File: config.mk
export PLATFORM = sky130hd
export DESIGN_NAME = mux_sequencer
export DESIGN_NICKNAME = d
export VERILOG_FILES = /design/src/rtl/mux_seq_pkg.sv /design/src/rtl/mux_sequencer_tick_prescaler.sv /design/src/rtl/mux_sequencer.sv
export SDC_FILE = /design/constraint.sdc
export NUM_CORES = 1
export LEC_CHECK = 0
export BUFFER_PORTS_ARGS = -buffer_cell sky130_fd_sc_hd__buf_2
export CORE_MARGIN = 4
export CORE_UTILIZATION = 63
export CTS_CLUSTER_SIZE = 24
export DETAILED_ROUTE_END_ITERATION = 16
export GPL_ROUTABILITY_DRIVEN = 0
export PLACE_DENSITY = 0.84
export SLEW_MARGIN = 20
export SYNTH_ARGS = -nofsm -noshare
export SYNTH_HDL_FRONTEND = slang
export SYNTH_SLANG_ARGS = --single-unit
File: constraint.sdc
create_clock -name clock_i -period 6.3 [get_ports clock_i]
set_input_delay 1.89 -clock clock_i [delete_from_list [all_inputs] [get_ports clock_i]]
set_output_delay 1.89 -clock clock_i [all_outputs]
set_load 0.005 [all_outputs]
File: src/rtl/mux_seq_pkg.sv
// Shared state encoding and default constants for the mux_sequencer block.
// Channel skipping (MUX_SEQ_SKIP_EN) is handled in the top, not here.
package mux_seq_pkg;

  typedef enum logic [1:0] {
    ST_IDLE = 2'd0,
    ST_RUN  = 2'd1,
    ST_HOLD = 2'd2
  } seq_state_e;

  localparam int DEF_TICKS_PER_STEP = 50000000;
  localparam int DEF_NUM_CH         = 6;
  localparam int SEL_W              = 3;

endpackage

File: src/rtl/mux_sequencer_tick_prescaler.sv
// Step-interval counter: counts 0..TICKS-1 while enabled, clear has priority.
// tc_o is combinational and high only in the enabled, uncleared terminal cycle.
module tick_prescaler
  import mux_seq_pkg::*;
#(
  parameter int TICKS = DEF_TICKS_PER_STEP
) (
  input  logic clk_i,
  input  logic rst_i,
  input  logic clear_i,
  input  logic enable_i,
  output logic tc_o
);

  localparam int            CW   = (TICKS > 1) ? $clog2(TICKS) : 1;
  localparam logic [CW-1:0] LAST = CW'(TICKS - 1);

  logic [CW-1:0] cnt_q, cnt_d;

  always_comb begin
    cnt_d = cnt_q;
    tc_o  = 1'b0;
    if (clear_i) begin
      cnt_d = '0;
    end else if (enable_i) begin
      if (cnt_q == LAST) begin
        cnt_d = '0;
        tc_o  = 1'b1;
      end else begin
        cnt_d = cnt_q + CW'(1);
      end
    end
  end

  always_ff @(posedge clk_i or posedge rst_i) begin
    if (rst_i) cnt_q <= '0;
    else       cnt_q <= cnt_d;
  end

endmodule

File: src/rtl/mux_sequencer.sv
// Timed mux-select sequencer with start/stop/hold/load control; sel, step, wrap registered.
// Define MUX_SEQ_SKIP_EN to add ch_mask_i and skip disabled channels on each step.
module mux_sequencer
  import mux_seq_pkg::*;
#(
  parameter int TICKS_PER_STEP = DEF_TICKS_PER_STEP,
  parameter int NUM_CH         = DEF_NUM_CH
) (
  input  logic              clock_i,
  input  logic              reset_i,
  input  logic              start_i,
  input  logic              stop_i,
  input  logic              hold_i,
  input  logic              direction_i,
  input  logic              load_i,
  input  logic [SEL_W-1:0]  load_sel_i,
`ifdef MUX_SEQ_SKIP_EN
  input  logic [NUM_CH-1:0] ch_mask_i,
`endif
  output logic [SEL_W-1:0]  sel_o,
  output logic              step_o,
  output logic              wrap_o,
  output logic              running_o
);

  localparam logic [SEL_W-1:0] LAST_CH = SEL_W'(NUM_CH - 1);

  seq_state_e       state_q, state_d;
  logic [SEL_W-1:0] sel_q, sel_d;
  logic             step_q, step_d;
  logic             wrap_q, wrap_d;

  logic             tc;
  logic             adv_ok;
  logic             adv_wrap;
  logic [SEL_W-1:0] adv_sel;
  logic [SEL_W-1:0] load_val;

  tick_prescaler #(
    .TICKS (TICKS_PER_STEP)
  ) u_presc (
    .clk_i    (clock_i),
    .rst_i    (reset_i),
    .clear_i  (load_i || stop_i || (state_q == ST_IDLE)),
    .enable_i (state_q == ST_RUN),
    .tc_o     (tc)
  );

  // Compare in 4 bits so NUM_CH=8 does not alias to zero.
  assign load_val = ({1'b0, load_sel_i} >= 4'(NUM_CH)) ? LAST_CH : load_sel_i;

`ifdef MUX_SEQ_SKIP_EN
  int         cand;
  logic       crossed;
  logic [2:0] cidx;
  logic [7:0] mask8;

  assign mask8 = 8'(ch_mask_i);

  always_comb begin
    adv_sel  = sel_q;
    adv_wrap = 1'b0;
    adv_ok   = 1'b0;
    cand     = 0;
    crossed  = 1'b0;
    cidx     = '0;
    for (int i = 1; i <= NUM_CH; i++) begin
      if (!adv_ok) begin
        if (direction_i) begin
          cand    = int'(sel_q) + i;
          crossed = (cand >= NUM_CH);
          if (crossed) cand = cand - NUM_CH;
        end else begin
          cand    = int'(sel_q) - i;
          crossed = (cand < 0);
          if (crossed) cand = cand + NUM_CH;
        end
        cidx = 3'(cand);
        if (mask8[cidx]) begin
          adv_ok   = 1'b1;
          adv_sel  = cidx;
          adv_wrap = crossed;
        end
      end
    end
  end
`else
  always_comb begin
    adv_ok   = 1'b1;
    adv_sel  = sel_q;
    adv_wrap = 1'b0;
    if (direction_i) begin
      if (sel_q == LAST_CH) begin
        adv_sel  = '0;
        adv_wrap = 1'b1;
      end else begin
        adv_sel = sel_q + SEL_W'(1);
      end
    end else begin
      if (sel_q == '0) begin
        adv_sel  = LAST_CH;
        adv_wrap = 1'b1;
      end else begin
        adv_sel = sel_q - SEL_W'(1);
      end
    end
  end
`endif

  // tc is already suppressed by load/stop through the prescaler clear.
  always_comb begin
    state_d = state_q;
    sel_d   = sel_q;
    step_d  = 1'b0;
    wrap_d  = 1'b0;
    case (state_q)
      ST_IDLE: if (start_i && !stop_i) state_d = ST_RUN;
      ST_RUN: begin
        if (stop_i)      state_d = ST_IDLE;
        else if (hold_i) state_d = ST_HOLD;
      end
      ST_HOLD: begin
        if (stop_i)       state_d = ST_IDLE;
        else if (!hold_i) state_d = ST_RUN;
      end
      default: state_d = ST_IDLE;
    endcase
    if (load_i) begin
      sel_d = load_val;
    end else if (tc && adv_ok) begin
      sel_d  = adv_sel;
      step_d = 1'b1;
      wrap_d = adv_wrap;
    end
  end

  always_ff @(posedge clock_i or posedge reset_i) begin
    if (reset_i) begin
      state_q <= ST_IDLE;
      sel_q   <= '0;
      step_q  <= 1'b0;
      wrap_q  <= 1'b0;
    end else begin
      state_q <= state_d;
      sel_q   <= sel_d;
      step_q  <= step_d;
      wrap_q  <= wrap_d;
    end
  end

  assign sel_o     = sel_q;
  assign step_o    = step_q;
  assign wrap_o    = wrap_q;
  assign running_o = (state_q != ST_IDLE);

endmodule

==> results of run 1 <==
-- cells by family after synthesis --
logic type	count (synthesis)
simple gates	108
flops	33
mux	1
xor+xnor	13
fa+ha+maj	1
compound gates	40
buf+inv	20
-- cell type report --
type,instances,share of cell area (%)
Tap cell,31,1.883
Inverter,12,2.187
Timing Repair Buffer,17,4.374
Clock inverter,3,0.8505
Multi-Input combinational cell,163,48.78
Clock buffer,5,1.823
Sequential cell,33,40.10
-- registers in the layout, indices dropped and copies added (netlist names) --
signal	count
step_o	1
wrap_o	1
sel_o	3
u_presc.cnt_q	26
state_q	2
-- worst max-delay path, cell delays in order --
cell and delay, ns:
sky130_fd_sc_hd__buf_2 0.12, sky130_fd_sc_hd__nor2_1 0.17, sky130_fd_sc_hd__and2_2 0.33, sky130_fd_sc_hd__nand2_1 0.22
sky130_fd_sc_hd__or4b_2 0.68, sky130_fd_sc_hd__o21ai_0 0.09
-- layer usage --
metal / up-vias / routed length, µm / global-route usage (%)
met5: - / 0 / 0
met4: 0 / 46 / 7.817
met1: 814 / 1799 / 29.27
li1: 827 / - / -
met3: 4 / 247 / 5.506
met2: 48 / 1992 / 37.42
-- Yosys cell counts, drive strengths merged, types with 3 or more instances --
library cell,number,area share (%)
nand4,13,4.2
xnor2,3,1.4
nand2,19,3.7
dfrtp,33,43
inv,12,2.3
and4,5,2.3
a21oi,7,2.0
o221ai,3,1.4
a31oi,7,2.3
o31ai,3,1.2
or4b,3,1.6
nor2,23,4.5
o21ai,11,2.9
xor2,10,4.6
clkbuf,6,1.7
nor3,7,1.8
nor3b,3,1.2
nand3,18,5.0
-- path summary, 6_finish.rpt --
path,to,cells past startpoint,start,slack [ns]
max in group asynchronous,u_presc.cnt_q[7]$_DFFE_PP0P_,3,reset_i,4.40
min,u_presc.cnt_q[8]$_DFFE_PP0P_,1,u_presc.cnt_q[8]$_DFFE_PP0P_,0.55
min reg2reg,u_presc.cnt_q[8]$_DFFE_PP0P_,1,u_presc.cnt_q[8]$_DFFE_PP0P_,0.55
max,u_presc.cnt_q[20]$_DFFE_PP0P_,6,stop_i,3.07
max reg2reg,u_presc.cnt_q[24]$_DFFE_PP0P_,6,u_presc.cnt_q[0]$_DFFE_PP0P_,3.74
min in group asynchronous,sel_o[0]$_DFFE_PP0P_,3,reset_i,1.60
-- stage by stage --
step / instances / hold WS (ns)
after floorplan: 216 / 0.4895
after global placement: 256 / 0.5229
after detailed placement: 256 / 0.5399
after CTS: 264 / 0.5566
after global routing: 264 / 0.5772
final: 264 / 0.5522
-- power by group through the flow --
stage / Sequential (W) / Clock (W) / Combinational, W
global placement: 0.000224 / 0 / 0.0000326
global route: 0.000222 / 0.000130 / 0.0000386
detailed placement: 0.000224 / 0 / 0.0000340
CTS: 0.000220 / 0.000118 / 0.0000341
floorplan: 0.000222 / 0 / 0.0000243
finish: 0.000220 / 0.000113 / 0.0000337
==> run summary, run 1 <==
ROUTING
-----------------------------------------------------------------------------------------------------------------
Vias after detailed routing                                                                                  1693
Initial drt markers                                                                                            94
Wire length after detailed routing                                                                        4086 µm
Number of vias per cell                                                                                     6.413
Number of search-and-repair iterations in the first detailed-routing pass                                       4
Drc violations                                                                                                  0
Routed Antenna Nets                                                                                             0
Wire length per cell                                                                                     15.48 µm

LOGIC SYNTHESIS
-----------------------------------------------------------------------------------------------------------------
Portion of netlist area occupied by mux cells                                                             0.5212%
Synth Cell Area                                                                                          1921 µm²
Proportion of register bits with asynchronous set or reset after synthesis                                 100.0%
Arithmetic-cell share of the synthesized area counting full adders, half adders and majority gates        0.6515%
Total of flip-flops plus latches after synthesis                                                               33
Compound-Gate Fraction of Synth Area                                                                       13.75%
Gate Count Post-Synth                                                                                         216
Mean cell area of the mapped netlist                                                                    8.892 µm²
Portion of the post-synthesis area used by sequential elements                                             43.00%
Dominant combinational cell family by area after synthesis                                           simple AND/OR/NAND/NOR gates
Share of synthesized cell area in and, or, nand and nor gates                                              31.47%
Yosys warning count                                                                                             0
Net count of the mapped netlist                                                                               227
Post-Synth XOR/XNOR Area                                                                                   5.928%
Number of different library cells in the post-synthesis netlist                                                49
Count of flip-flops with a built-in enable after synthesis                                                      0
Main flop type after synthesis                                                                       sky130_fd_sc_hd__dfrtp_1

CELLS AND AREA
-----------------------------------------------------------------------------------------------------------------
Fraction of final layout cells sized beyond drive strength 1                                               15.88%
Most frequent cells in the layout                                                                    sky130_fd_sc_hd__dfrtp_1, sky130_fd_sc_hd__nor2_1, sky130_fd_sc_hd__nand2_1
Multi-input gate area in the final layout                                                                1005 µm²
Util after Layout                                                                                          72.80%
Area growth from synthesis to final layout                                                                 7.232%
Footprint of the flip-flops and latches                                                                 825.8 µm²
Final Instance Area                                                                                      2059 µm²
Post-layout net count                                                                                         243
Most common cell after layout, fill and taps aside                                                   sky130_fd_sc_hd__dfrtp_1
Antenna diode instance count                                                                                    0
Fill cells                                                                                                    221

PLACEMENT
-----------------------------------------------------------------------------------------------------------------
Setup WS pre-CTS                                                                                         2.727 ns
Detailed placement HPWL                                                                                   2944 µm
Placed standard-cell area                                                                                2004 µm²
Port bufs                                                                                                      15

FLOORPLAN
-----------------------------------------------------------------------------------------------------------------
Row count                                                                                                      19
Number of primary I/O pins                                                                                     16
Placeable core region                                                                                    2829 µm²
Starting utilization of the core area                                                                      67.89%
DIE AREA                                                                                                 3996 µm²
Chip Height                                                                                              63.22 µm
Overall die width                                                                                        63.22 µm

STA
-----------------------------------------------------------------------------------------------------------------
Unrepaired setup endpoints after global routing                                                                no
Final clock period utilization by the worst path                                                           51.20%
Slew margin rel.                                                                                           48.88%
Max Slew Vio Count                                                                                              0
FMAX                                                                                                   0.3100 GHz
Final Setup Violations                                                                                          0
Setup ws final                                                                                           3.074 ns
Total negative slack for setup checks                                                                        0 ns
Post-Route Skew                                                                                       0.008641 ns
Minimum period implied by the final worst setup slack                                                    3.226 ns
Final hold violations                                                                                           0
Slew of the pin with the lowest slew margin                                                             0.7598 ns

POWER
-----------------------------------------------------------------------------------------------------------------
Fraction of power consumed by combinational cells                                                            9.2%
Design internal power                                                                                 0.0002707 W
Overall power consumption                                                                             0.0003675 W
Cell Pwr Density                                                                                     178.5 nW/µm²
Power spent charging and discharging nets                                                            0.00009680 W
Switching power as a share of total power                                                                  26.34%
Total leakage power                                                                                     0.8346 nW
Power share of the clock group                                                                              30.9%
Peak supply drop                                                                                      0.0001513 V
Sequential share of power                                                                                   60.0%

CTS
-----------------------------------------------------------------------------------------------------------------
Number of buffers on the longest clock path                                                                     2
Number of setup buffers added after CTS                                                                         0
Master cell of the clock root buffer                                                                 sky130_fd_sc_hd__clkbuf_4
Clock tree from TritonCTS                                                                                    done
Hold buffer count at cts                                                                                        0
# resized after CTS                                                                                             0
Clock-pin slew of the registers on the worst-case setup and hold paths                                    0.10 ns
Htree depth                                                                                                     2
CTS Buf Count                                                                                                   5
Clk_lat worst skew                                                                                        0.35 ns
Clock sinks                                                                                                    33

MIN PATH
-----------------------------------------------------------------------------------------------------------------
Worst hold path type                                                                                   reg -> reg

GLOBAL ROUTING
-----------------------------------------------------------------------------------------------------------------
Largest net degree at the start of global routing                                                              34
Via count of the first global-routing pass                                                                   1599
Wire length of the first global-routing pass                                                              7293 µm
GR Overflow Total                                                                                               0
GRT Total Usage                                                                                            22.74%
Antenna violations before repair                                                                                0

FLOW RUN
-----------------------------------------------------------------------------------------------------------------
Max-cap violation count                                                                                         0

SETUP PATH
-----------------------------------------------------------------------------------------------------------------
Data required time of the critical path                                                                   6.58 ns
Critical Path End Type                                                                                       flop
Highest fanout seen on the critical path                                                                       13
Type of the setup path with the least slack                                                             in -> reg
Arrival time of the worst setup path                                                                      3.50 ns
Kind of start point of the critical path                                                             primary input

STATUS
-----------------------------------------------------------------------------------------------------------------
Result of the run                                                                                    complete, no violations

(Power assumes the default switching activity.)
==> run 2: changes to the inputs <==
- ABC_AREA: default -> 1
- CORE_UTILIZATION: 63 -> 54
- PLACE_DENSITY: 0.84 -> 0.77
- clock period: 6.3 -> 2.68 ns (I/O delays scaled with it)
==> run summary, run 2 <==
STA
-----------------------------------------------------------------------------------------
Final hold violations                                                                   0   unchanged
Minimum period implied by the final worst setup slack                            1.829 ns
Max Slew Vio Count                                                                      0   unchanged
Unrepaired setup endpoints after global routing                                        no
Final Setup Violations                                                                  0   unchanged
Total negative slack for setup checks                                                0 ns   unchanged
Slew of the pin with the lowest slew margin                                     0.4161 ns   -0.3437 ns
Final clock period utilization by the worst path                                   68.26%
Post-Route Skew                                                               0.006334 ns   -0.002307 ns
FMAX                                                                           0.5466 GHz
Slew margin rel.                                                                   72.26%   +23 points

SETUP PATH
-----------------------------------------------------------------------------------------
Slowest stage cell on the critical path                                      sky130_fd_sc_hd__nand2_2
Highest fanout seen on the critical path                                               19   +6
Startpoint of the most critical setup path                                         load_i
Reg-to-reg startpoint                                                        u_presc.cnt_q[1]$_DFFE_PP0P_
Cells traversed along the worst timing path                                  buf_2 -> nor2_1 -> nand2_2 -> nand3_2 -> nor2_1 -> xor2_1 -> nor2_2
Critical Path End Type                                                               flop
Cell seen most often among critical-path stages                              sky130_fd_sc_hd__nor2_1
Data required time of the critical path                                           2.85 ns   -3.73 ns
Critical path buffers and inverters                                                     1   unchanged
Type of the setup path with the least slack                                     in -> reg
Largest stage delay on the critical path                                          0.31 ns   -0.37 ns
Kind of start point of the critical path                                     primary input
Largest delay contributor family on the critical path                        simple AND/OR/NAND/NOR gates
Arrival time of the worst setup path                                              2.00 ns   -1.50 ns

CTS
-----------------------------------------------------------------------------------------
Master cell of the clock root buffer                                         sky130_fd_sc_hd__clkbuf_8
Clock sinks                                                                            33   unchanged
Clock tree from TritonCTS                                                            done
Number of setup buffers added after CTS                                                 0   unchanged
Number of buffers on the longest clock path                                             2   unchanged
Htree depth                                                                             2   unchanged
CTS Buf Count                                                                           5   unchanged
Clk_lat worst skew                                                                0.29 ns   -0.06 ns
Clock-pin slew of the registers on the worst-case setup and hold paths            0.06 ns   -0.04 ns
Hold buffer count at cts                                                                0   unchanged
# resized after CTS                                                                     0   unchanged

ROUTING
-----------------------------------------------------------------------------------------
Number of search-and-repair iterations in the first detailed-routing pass               4   unchanged
Number of vias per cell                                                             5.147   -20%
Vias after detailed routing                                                          2028   +20%
Drc violations                                                                          0   unchanged
Wire length after detailed routing                                                4644 µm   +14%
Routed Antenna Nets                                                                     0   unchanged
Wire length per cell                                                             11.79 µm   -24%
Initial drt markers                                                                   130   +38%

GLOBAL ROUTING
-----------------------------------------------------------------------------------------
Via count of the first global-routing pass                                           1895   +19%
GR Overflow Total                                                                       0   unchanged
GRT Total Usage                                                                    20.63%   -2.1 points
Largest net degree at the start of global routing                                      34   unchanged
Antenna violations before repair                                                        0   unchanged
Wire length of the first global-routing pass                                      8335 µm   +14%

CELLS AND AREA
-----------------------------------------------------------------------------------------
Fraction of final layout cells sized beyond drive strength 1                       13.01%   -2.9 points
Most common cell after layout, fill and taps aside                           sky130_fd_sc_hd__nand2_1
Antenna diode instance count                                                            0   unchanged
Register ranked first by flip-flop count                                     u_presc.cnt_q
Most frequent cells in the layout                                            sky130_fd_sc_hd__nand2_1, sky130_fd_sc_hd__nor2_1, sky130_fd_sc_hd__inv_1
Final Instance Area                                                              2367 µm²   +15%
Fill cells                                                                            347   +57%
Area growth from synthesis to final layout                                         9.364%
Post-layout net count                                                                 356   +47%
Number of flip-flops under the largest register name                                   26   unchanged

STATUS
-----------------------------------------------------------------------------------------
Result of the run                                                            complete, no violations

FLOORPLAN
-----------------------------------------------------------------------------------------
Placeable core region                                                            3771 µm²   +33%
Number of primary I/O pins                                                             16   unchanged
Chip Height                                                                      71.31 µm   +13%
Row count                                                                              22   +3
Starting utilization of the core area                                              57.40%   -10 points
Overall die width                                                                71.31 µm   +13%
DIE AREA                                                                         5085 µm²   +27%

FLOW RUN
-----------------------------------------------------------------------------------------
Max-cap violation count                                                                 0   unchanged

LOGIC SYNTHESIS
-----------------------------------------------------------------------------------------
Cell accounting for the most synthesized area                                sky130_fd_sc_hd__dfrtp_1
Yosys warning count                                                                     0   unchanged
Count of flip-flops with a built-in enable after synthesis                              0   unchanged
Main flop type after synthesis                                               sky130_fd_sc_hd__dfrtp_1
Proportion of register bits with asynchronous set or reset after synthesis         100.0%   unchanged
Top cells by area in the synthesized netlist                                 sky130_fd_sc_hd__dfrtp_1, sky130_fd_sc_hd__nand2_1, sky130_fd_sc_hd__nor2_1
Dominant cell by count in the synthesized netlist                            sky130_fd_sc_hd__nand2_1
Net count of the mapped netlist                                                       335   +48%
Mean cell area of the mapped netlist                                            6.681 µm²   -25%
Number of different library cells in the post-synthesis netlist                        28   -43%
Portion of the post-synthesis area used by sequential elements                     38.15%   -4.8 points
Synth Cell Area                                                                  2165 µm²   +13%
Total of flip-flops plus latches after synthesis                                       33   unchanged
Area share of the leading cell type in the synthesized netlist                     38.15%   -4.8 points
Gate Count Post-Synth                                                                 324   +50%
Leading cell types by count after synthesis                                  sky130_fd_sc_hd__nand2_1, sky130_fd_sc_hd__nor2_1, sky130_fd_sc_hd__inv_1

PLACEMENT
-----------------------------------------------------------------------------------------
Placed standard-cell area                                                        2287 µm²   +14%
Detailed placement HPWL                                                           3587 µm   +22%
Port bufs                                                                              15   unchanged

POWER
-----------------------------------------------------------------------------------------
Peak supply drop                                                              0.0003147 V   +110%
Cell Pwr Density                                                             462.3 nW/µm²   +160%
Total leakage power                                                              1.082 nW   +30%

MIN PATH
-----------------------------------------------------------------------------------------
Worst Min Path Start                                                         u_presc.cnt_q[1]$_DFFE_PP0P_
Worst hold path type                                                           reg -> reg

[run 2: cell types whose count changed in the layout (fill, tap and decap cells not counted), moves of 6 or more]
| cell | before | now |
|---|---|---|
| sky130_fd_sc_hd__nand2_1 | 19 | 104 |
| sky130_fd_sc_hd__nor2_1 | 23 | 55 |
| sky130_fd_sc_hd__inv_1 | 12 | 42 |
| sky130_fd_sc_hd__nor2_2 | 0 | 12 |
| sky130_fd_sc_hd__nand4_1 | 13 | 5 |
| sky130_fd_sc_hd__a31oi_1 | 7 | 0 |
| sky130_fd_sc_hd__nand2_2 | 0 | 6 |
[run 2: cell families (layout without fill, tap and decap cells)]
logic type                 Yosys count  in the layout  share of synthesized area [%]
AOI/OAI and AO/OA                   22             22                          5.839
xor gates and xnor gates             8              8                          3.237
adders and majority gates            1              1                         0.5779
buffers and inverters               45             67                          8.612
DFF                                 33             33                          38.15
and+or+nand+nor                    215            215                          43.58
[run 2: final cells by class]
class | count | area, µm² | area share, %
Multi-Input combinational cell | 246 | 1152 | 48.68
Sequential cell | 33 | 825.8 | 34.88
Inverter | 43 | 166.4 | 7.030
Timing Repair Buffer | 16 | 82.58 | 3.488
Clock buffer | 8 | 80.08 | 3.383
Tap cell | 48 | 60.06 | 2.537
[run 2: stage by stage]
| stage | std cells | util (%) | power, W | worst slack, ns | hold WS (ns) |
|---|---|---|---|---|---|
| floorplan | 324 | - | 0.0006936 | 0.9728 | 0.4958 |
| detailed placement | 386 | 60.65 | 0.0007454 | 0.5758 | 0.5353 |
| CTS | 394 | 62.77 | 0.001108 | 0.8388 | 0.5514 |
| global placement | 386 | 60.65 | 0.0007416 | 0.6165 | 0.5243 |
| finish | 394 | 62.77 | 0.001094 | 0.8507 | 0.5481 |
| global route | 394 | 62.77 | 0.001166 | 0.7094 | 0.5788 |
[run 2: routing by layer]
layer  share of wire, %  global-route usage, %
met5                  0                      0
met4                1.5                  6.472
met3                5.1                  4.628
met2                 45                  32.24
met1                 48                  28.45
[run 2: final timing paths]
path / endpoint / slack (ns) / cells past startpoint
max in group asynchronous: u_presc.cnt_q[10]$_DFFE_PP0P_ / 1.78 / 3
max reg2reg: u_presc.cnt_q[19]$_DFFE_PP0P_ / 1.02 / 10
min: u_presc.cnt_q[1]$_DFFE_PP0P_ / 0.55 / 2
max: u_presc.cnt_q[10]$_DFFE_PP0P_ / 0.85 / 7
min reg2reg: u_presc.cnt_q[1]$_DFFE_PP0P_ / 0.55 / 2
min in group asynchronous: sel_o[1]$_DFFE_PP0P_ / 0.60 / 3
[run 2: worst min-delay path: cells and delay by family, from the launching register on]
| family | cells | cell delay (ns) |
|---|---|---|
| AND/OR/NAND/NOR | 2 | 0.13 |
| flip-flops | 1 | 0.39 |
[run 2: power by group]
group          switching (W)  internal (W)  total [W]
combinational       0.000133     0.0000630   0.000196
sequential         0.0000193      0.000518   0.000537
clock               0.000177      0.000184   0.000361
